### src/rtl/cnt_seq_pkg.sv
// Shared constants for the period-counter sequencer: FSM state encoding and
// timeout counter sizing.
package cnt_seq_pkg;

  typedef logic [0:0] state_t;

  localparam state_t ST_IDLE = 1'b0;
  localparam state_t ST_RUN  = 1'b1;

  localparam int unsigned TIMEOUT_DEFAULT = 300;

  // Wide enough to hold the value G_TIMEOUT itself.
  function automatic int unsigned to_cnt_width(input int unsigned timeout);
    return $clog2(timeout + 1);
  endfunction

  localparam int unsigned TO_CNT_W = to_cnt_width(TIMEOUT_DEFAULT);

endpackage

### src/rtl/cnt_seq_timeout.sv
// Inter-pulse watchdog: counts idle RUN cycles and flags when the limit is reached.
module cnt_seq_timeout
  import cnt_seq_pkg::*;
#(
  parameter int unsigned G_TIMEOUT = TIMEOUT_DEFAULT
) (
  input  logic clk,
  input  logic rst,
  input  logic i_clear,
  input  logic i_incr,
  output logic o_expired
);

  localparam int unsigned CntW = to_cnt_width(G_TIMEOUT);
  localparam logic [CntW-1:0] Limit = CntW'(G_TIMEOUT);

  logic [CntW-1:0] count_q, count_d;

  // Saturate at the limit so a stalled count can never wrap back below it.
  always_comb begin
    count_d = count_q;
    if (i_clear) begin
      count_d = '0;
    end else if (i_incr && (count_q != Limit)) begin
      count_d = count_q + 1'b1;
    end
  end

  always_ff @(posedge clk) begin
    if (rst) begin
      count_q <= '0;
    end else begin
      count_q <= count_d;
    end
  end

  assign o_expired = (count_q == Limit);

endmodule

### src/rtl/cnt_sequencer.sv
// Runs a peer period counter for a requested number of periods, with abort and
// an inter-pulse timeout; all outputs are registered.
module cnt_sequencer
  import cnt_seq_pkg::*;
#(
  parameter int unsigned G_NB_WIDTH = 8,
  parameter int unsigned G_TIMEOUT  = 300
) (
  input  logic                  clk,
  input  logic                  rst,
  input  logic                  i_start,
  input  logic [G_NB_WIDTH-1:0] i_nb_period,
  input  logic                  i_abort,
  input  logic                  i_cnt_done,
  output logic                  o_en_cnt,
  output logic                  o_busy,
  output logic                  o_done,
  output logic                  o_aborted,
  output logic                  o_err,
  output logic [G_NB_WIDTH-1:0] o_period_cnt
);

  state_t                  state_q, state_d;
  logic [G_NB_WIDTH-1:0]   nb_q, nb_d;
  logic [G_NB_WIDTH-1:0]   cnt_q, cnt_d;
  logic [G_NB_WIDTH-1:0]   cnt_inc;
  logic                    run_q;
  logic                    done_q, done_d;
  logic                    aborted_q, aborted_d;
  logic                    err_q, err_d;
  logic                    to_clear, to_incr, to_expired;

  cnt_seq_timeout #(
    .G_TIMEOUT (G_TIMEOUT)
  ) u_timeout (
    .clk       (clk),
    .rst       (rst),
    .i_clear   (to_clear),
    .i_incr    (to_incr),
    .o_expired (to_expired)
  );

  assign cnt_inc = cnt_q + 1'b1;

  // Priority in RUN: completion, then abort, then timeout.
  always_comb begin
    state_d   = state_q;
    nb_d      = nb_q;
    cnt_d     = cnt_q;
    done_d    = 1'b0;
    aborted_d = 1'b0;
    err_d     = 1'b0;
    to_clear  = 1'b0;
    to_incr   = 1'b0;
    if (state_q == ST_IDLE) begin
      if (i_start) begin
        nb_d     = i_nb_period;
        cnt_d    = '0;
        to_clear = 1'b1;
        if (i_nb_period == '0) begin
          done_d = 1'b1;
        end else begin
          state_d = ST_RUN;
        end
      end
    end else begin
      if (i_cnt_done) begin
        cnt_d    = cnt_inc;
        to_clear = 1'b1;
      end else begin
        to_incr = 1'b1;
      end
      if (i_cnt_done && (cnt_inc == nb_q)) begin
        state_d = ST_IDLE;
        done_d  = 1'b1;
      end else if (i_abort) begin
        state_d   = ST_IDLE;
        aborted_d = 1'b1;
      end else if (!i_cnt_done && to_expired) begin
        state_d = ST_IDLE;
        err_d   = 1'b1;
      end
    end
  end

  always_ff @(posedge clk) begin
    if (rst) begin
      state_q   <= ST_IDLE;
      nb_q      <= '0;
      cnt_q     <= '0;
      run_q     <= 1'b0;
      done_q    <= 1'b0;
      aborted_q <= 1'b0;
      err_q     <= 1'b0;
    end else begin
      state_q   <= state_d;
      nb_q      <= nb_d;
      cnt_q     <= cnt_d;
      run_q     <= (state_d == ST_RUN);
      done_q    <= done_d;
      aborted_q <= aborted_d;
      err_q     <= err_d;
    end
  end

  assign o_en_cnt     = run_q;
  assign o_busy       = run_q;
  assign o_done       = done_q;
  assign o_aborted    = aborted_q;
  assign o_err        = err_q;
  assign o_period_cnt = cnt_q;

endmodule

### config.mk
export PLATFORM = sky130hd
export DESIGN_NAME = cnt_sequencer
export DESIGN_NICKNAME = d
export VERILOG_FILES = /design/src/rtl/cnt_seq_pkg.sv /design/src/rtl/cnt_seq_timeout.sv /design/src/rtl/cnt_sequencer.sv
export SDC_FILE = /design/constraint.sdc
export NUM_CORES = 1
export LEC_CHECK = 0
export ABC_CLOCK_PERIOD_IN_PS = 2810
export CAP_MARGIN = 20
export CORE_MARGIN = 1
export CORE_UTILIZATION = 52
export DETAILED_ROUTE_END_ITERATION = 8
export PLACE_DENSITY = 0.78
export SYNTH_ARGS = -nofsm -noshare
export SYNTH_HDL_FRONTEND = slang
export SYNTH_HIERARCHICAL = 1
export SYNTH_SLANG_ARGS = --single-unit
### constraint.sdc
create_clock -name clk -period 2.81 [get_ports clk]
set_input_delay 0.843 -clock clk [delete_from_list [all_inputs] [get_ports clk]]
set_output_delay 0.843 -clock clk [all_outputs]
set_load 0.02 [all_outputs]
# After elaboration in Yosys (flattened, before gate mapping)
# Index checks and enable logic that the tools add are counted.
[word_totals]
register_bits = 29
wordCells = 45
[op_classes]
add_sub_neg = 2
n_eq_ne = 4
mux = 20
bitwise = 1
reduce_logical = 11
[ops]
columns = ["op", "n"]
rows = [
  ["$mux 8", 3],
  ["$mux 1", 17],
  ["$add 9x1->9 const B", 1],
  ["$eq 9x9->1 const B", 1],
  ["$ne 9x9->1 const B", 1],
  ["$add 8x1->8 const B", 1],
  ["$eq 8x8->1", 1],
  ["$logic_not 8->1", 1],
  ["$reduce_and 2->1", 2],
  ["$reduce_or 4->1", 1],
  ["$logic_and 1x1->1", 3],
  ["$reduce_or 3->1", 1],
  ["$ne 2x2->1 const B", 1],
  ["$reduce_bool 2->1", 1],
  ["$reduce_or 2->1", 1],
  ["$logic_not 1->1", 1],
  ["$not 1->1", 1],
]

# Longest topological paths before layout
# Gate-level depths: netlist of run 1.
[logic_depth]
ltp_word = 6
depth_mapped = 8

# Modules after synthesis
# The synthesis of run 1 kept the hierarchy.
[modules_own_cells]
columns = ["mod", "n_inst", "cells_each", "area_each_um2"]
rows = [
  ["cnt_sequencer", 1, 131, 1052.3],
  ["cnt_seq_timeout", 1, 57, 484.2],
]

# Least setup slack after synthesis of run 1
# No wires, ideal clock.
[synth_timing]
kind = "input-to-reg"
start = "in i_start"
end = "reg u_timeout.count_q[2]"
arrival_ns = 2.253
required_time_ns = 2.736
setup_slack_ns = 0.483
stages = 8
path_buffers = 2
cell_sequence = "nor2b_1 > clkbuf_1 > a21oi_1 > inv_1 > or2_1 > buf_2 > or3_1 > o21ai_0"
[synth_between]
elab_chain_len = 3
[synth_lines]
columns = ["element", "line", "source"]
rows = [
  ["start: declaration", "cnt_sequencer.sv:11", "input logic i_start,"],
  ["$mux 1", "cnt_sequencer.sv:56", "if (i_start) begin"],
  ["$mux 1", "cnt_sequencer.sv:55", "if (state_q == ST_IDLE) begin"],
  ["net to_clear", "cnt_sequencer.sv:31", "logic to_clear, to_incr, to_expired;"],
  ["$reduce_or 2->1 (no source line)", "n/a", ""],
  ["end signal: assignment", "cnt_seq_timeout.sv:33", "count_q <= count_d;"],
  ["end: declaration", "cnt_seq_timeout.sv:17", "logic [CntW-1:0] count_q, count_d;"],
]
# The timed path passes the listed nets, and every way through them passes these cells.
# A chain may end at the register's enable or synchronous reset.

# Worst setup path in the final report of run 1
[layout_timing]
start = "reg run_q (netlist: o_busy)"
end = "out o_en_cnt"
[layout_rtl]
columns = ["element", "line", "source"]
rows = [
  ["start: declaration", "cnt_sequencer.sv:27", "logic run_q;"],
  ["start signal: assignment", "cnt_sequencer.sv:99", "run_q <= (state_d == ST_RUN);"],
  ["end: declaration", "cnt_sequencer.sv:15", "output logic o_en_cnt,"],
]
# No word-level cell between the ends.

==> out/metrics.json, run 1 <==
{
  "route": {
    "detail_route.iter0.violations": 64,
    "viasPerCell": 5.95,
    "drt-wirelength-per-cell_um": 14.4,
    "detail_route.first_pass.iterations": 4,
    "post_route_antenna_net_violation_count": 0,
    "routed-via-count": 1463,
    "postRouteWirelength_um": 3530,
    "drc_errors": 0
  },
  "job": {
    "max_cap_viol_count": 0
  },
  "clock_tree": {
    "clkSlewWorstSetupHoldPaths_ns": 0.09,
    "postCtsSetupRepairBufs": 0,
    "insertion_delay_ns": 0.34,
    "cts_sink_cnt": 29,
    "cts_resized": 0,
    "cts_htree_levels": 2,
    "postCtsHoldBufs": 0,
    "clock_tree.buffer_depth": 2,
    "tritoncts_clock_tree": "built",
    "tritoncts.num_buffers": 5,
    "clock_root_buffer_master": "sky130_fd_sc_hd__clkbuf_4"
  },
  "worst_hold_path": {
    "hp-class": "flip-flop to flip-flop",
    "startpoint_of_the_worst_hold_path": "u_timeout/count_q[8]",
    "min_delay_path_depth": 2,
    "whs_endpoint": "u_timeout/count_q[8]"
  },
  "global_route": {
    "grt_util_all_layers": 0.247,
    "grt_overflow_total": 0,
    "grt_first_pass_wirelength_um": 5980,
    "first_global_vias": 1365,
    "maximum_number_of_pins_on_one_net_before_global_route_repair": 21,
    "antenna_found_initial": 0
  },
  "synthesis": {
    "yosysWarningCount": 6,
    "post_synth_instance_area_um2": 1540,
    "synth-edff-count": 0,
    "synth-seq-area-share": 0.378,
    "post_synth_inst_count": 188,
    "synth_cell_type_count": 44,
    "share_of_synthesized_registers_carrying_an_async_set_or_reset": 0,
    "yosys_register_bits": 29,
    "yosys_most_used_dff": "sky130_fd_sc_hd__dfxtp_1",
    "synth_nets": 204,
    "syn-mean-instance-area_um2": 8.17
  },
  "sta": {
    "postLayoutSetupSlackWorst_ns": 0.281,
    "maxSlewHeadroom": 0.648,
    "fin_tns_setup_ns": 0,
    "worst_slew_pin_slew_ns": 0.527,
    "shortest_period_the_worst_path_allows_ns": 2.53,
    "final_hold_viol_count": 0,
    "finalClockSkew_ns": 0.0130,
    "hold_ws_ns": 0.482,
    "fmax_mhz": 395,
    "final.period_utilization": 0.900,
    "maxSlewViolCount": 0,
    "report.final.setup_viol": 0,
    "rsz0062_at_grt": "no"
  },
  "floorplan": {
    "coreArea_um2": 2780,
    "initial_utilization": 0.552,
    "die_area_um2": 3180,
    "rows": 19,
    "chipHeight_um": 56.4,
    "die_width_um": 56.4,
    "io_pins": 26
  },
  "place": {
    "preCtsSetupSlack_ns": 0.271,
    "weighted_congestion_reported_at_the_end_of_routability_driven_placement": 0.815,
    "hpwlAfterDp_um": 2620,
    "port_buffers": 25
  },
  "worst_setup_path": {
    "worstSetupEndpointType": "primary output",
    "criticalPathCategory": "flip-flop to primary output",
    "path_max_fanout": 16,
    "highest_cell_delay_on_the_worst_timing_path_ns": 0.71,
    "worstPathRequired_ns": 1.97,
    "timing.critical_path.max_delay_family": "buffers and inverters",
    "r2r.worst_path.cells": 6,
    "critical-path-slowest-cell": "sky130_fd_sc_hd__clkdlybuf4s50_1",
    "crit_buf_inv": 1,
    "crit_path_start_kind": "flip-flop",
    "endpoint_of_the_worst_register_to_register_path": "o_busy",
    "cp_cell_sequence": "clkdlybuf4s50_1",
    "rr_startpoint": "o_period_cnt[0]",
    "ff2ff_setup_slack_ns": 0.84,
    "signal_arrival_time_at_the_worst_endpoint_ns": 1.69
  },
  "finish": {
    "antenna_cells": 0,
    "flow.area_growth_from_synthesis_pct": 21.5,
    "mostFrequentLayoutCell": "sky130_fd_sc_hd__nand2_1",
    "mostFrequentLayoutCells": "31 x sky130_fd_sc_hd__nand2_1, 29 x sky130_fd_sc_hd__dfxtp_1, 25 x sky130_fd_sc_hd__clkdlybuf4s50_1",
    "finalNetCount": 230,
    "drive_gt1_frac": 0.0977
  },
  "power": {
    "total_leakage_power_uw": 0.000678,
    "pwr_density_cell_nw_per_um2": 445,
    "ir_drop_mv": 0.372
  },
  "run_status": {
    "outcome": "finished, final reports clean"
  }
}
==> cell families (layout without fill, tap and decap cells) <==
group / count (synthesis) / count (layout) / share of synthesized area
AOI/OAI and AO/OA: 48 / 48 / 0.188
buffers and inverters: 16 / 43 / 0.0529
xor gates and xnor gates: 11 / 11 / 0.0627
muxes: 2 / 2 / 0.0130
and+or+nand+nor: 79 / 79 / 0.281
DFF: 29 / 29 / 0.378
adders and majority gates: 3 / 3 / 0.0244
==> power by group <==
part	internal [uW]	total, uW	switching, uW
sequential	421	435	13.7
combinational	49.6	102	52.8
clock	145	293	148
==> routing by layer <==
| metal | GRT usage | wire [um] |
|---|---|---|
| met1 | 0.310 | 1550 |
| met2 | 0.381 | 1660 |
| met3 | 0.0737 | 218 |
| met4 | 0.132 | 104 |
| met5 | 0 | 0 |
==> layout make-up <==
class / instances / area [um^2]
inverter: 6 / 22.5
fill: 244 / 915
clock buffer: 7 / 65.1
multi-input combinational: 143 / 875
sequential: 29 / 581
tap: 31 / 38.8
clock inverter: 1 / 5.00
timing repair buffer: 29 / 280
==> Yosys cell counts (all sizes together), types with 5 or more instances <==
library cell   n  area, um^2
xnor2          7        61.3
nand3          6        30.0
inv            6        22.5
nor2b          5        31.3
a31oi          5        31.3
a21oi         23         115
dfxtp         29         581
nand2         31         116
nor2           8        30.0
o21ai          9        45.0
buf            6        43.8
==> how the worst max path moves through the flow <==
stage / startpoint / to / slack [ns] / cells past startpoint
2_1_floorplan: i_start / u_timeout/count_q[2] / 0.48 / 8
3_3_place_gp: i_start / u_timeout/count_q[2] / 0.33 / 7
3_5_place_dp: i_start / u_timeout/count_q[2] / 0.27 / 7
4_1_cts: o_busy / o_en_cnt / 0.27 / 1
5_1_grt: o_busy / o_en_cnt / 0.21 / 1
6_report: o_busy / o_en_cnt / 0.28 / 1
==> through the flow <==
stage / total power [uW] / instances / util / instance area (um^2)
after floorplan: 502 / 188 / - / 1540
after global placement: 542 / 238 / 0.646 / 1800
after detailed placement: 546 / 238 / 0.646 / 1800
after CTS: 833 / 246 / 0.671 / 1870
after global routing: 866 / 246 / 0.671 / 1870
final: 830 / 246 / 0.671 / 1870
==> sequential cells by signal, indices dropped and copies added, names as in the netlist <==
register	flops
o_busy	1
nb_q	8
u_timeout/count_q	9
o_err	1
o_period_cnt	8
o_done	1
o_aborted	1
(Power assumes the default switching activity.)
==> run 2, diff against run 1 <==
--- a/config.mk
+++ b/config.mk
@@ -7,7 +7,6 @@
 export LEC_CHECK = 0
 export ABC_CLOCK_PERIOD_IN_PS = 2810
 export CAP_MARGIN = 20
-export CORE_MARGIN = 1
 export CORE_UTILIZATION = 52
 export DETAILED_ROUTE_END_ITERATION = 8
 export PLACE_DENSITY = 0.78
==> results of run 2 <==
Final layout, timing and power as in run 1 (identical DEF).
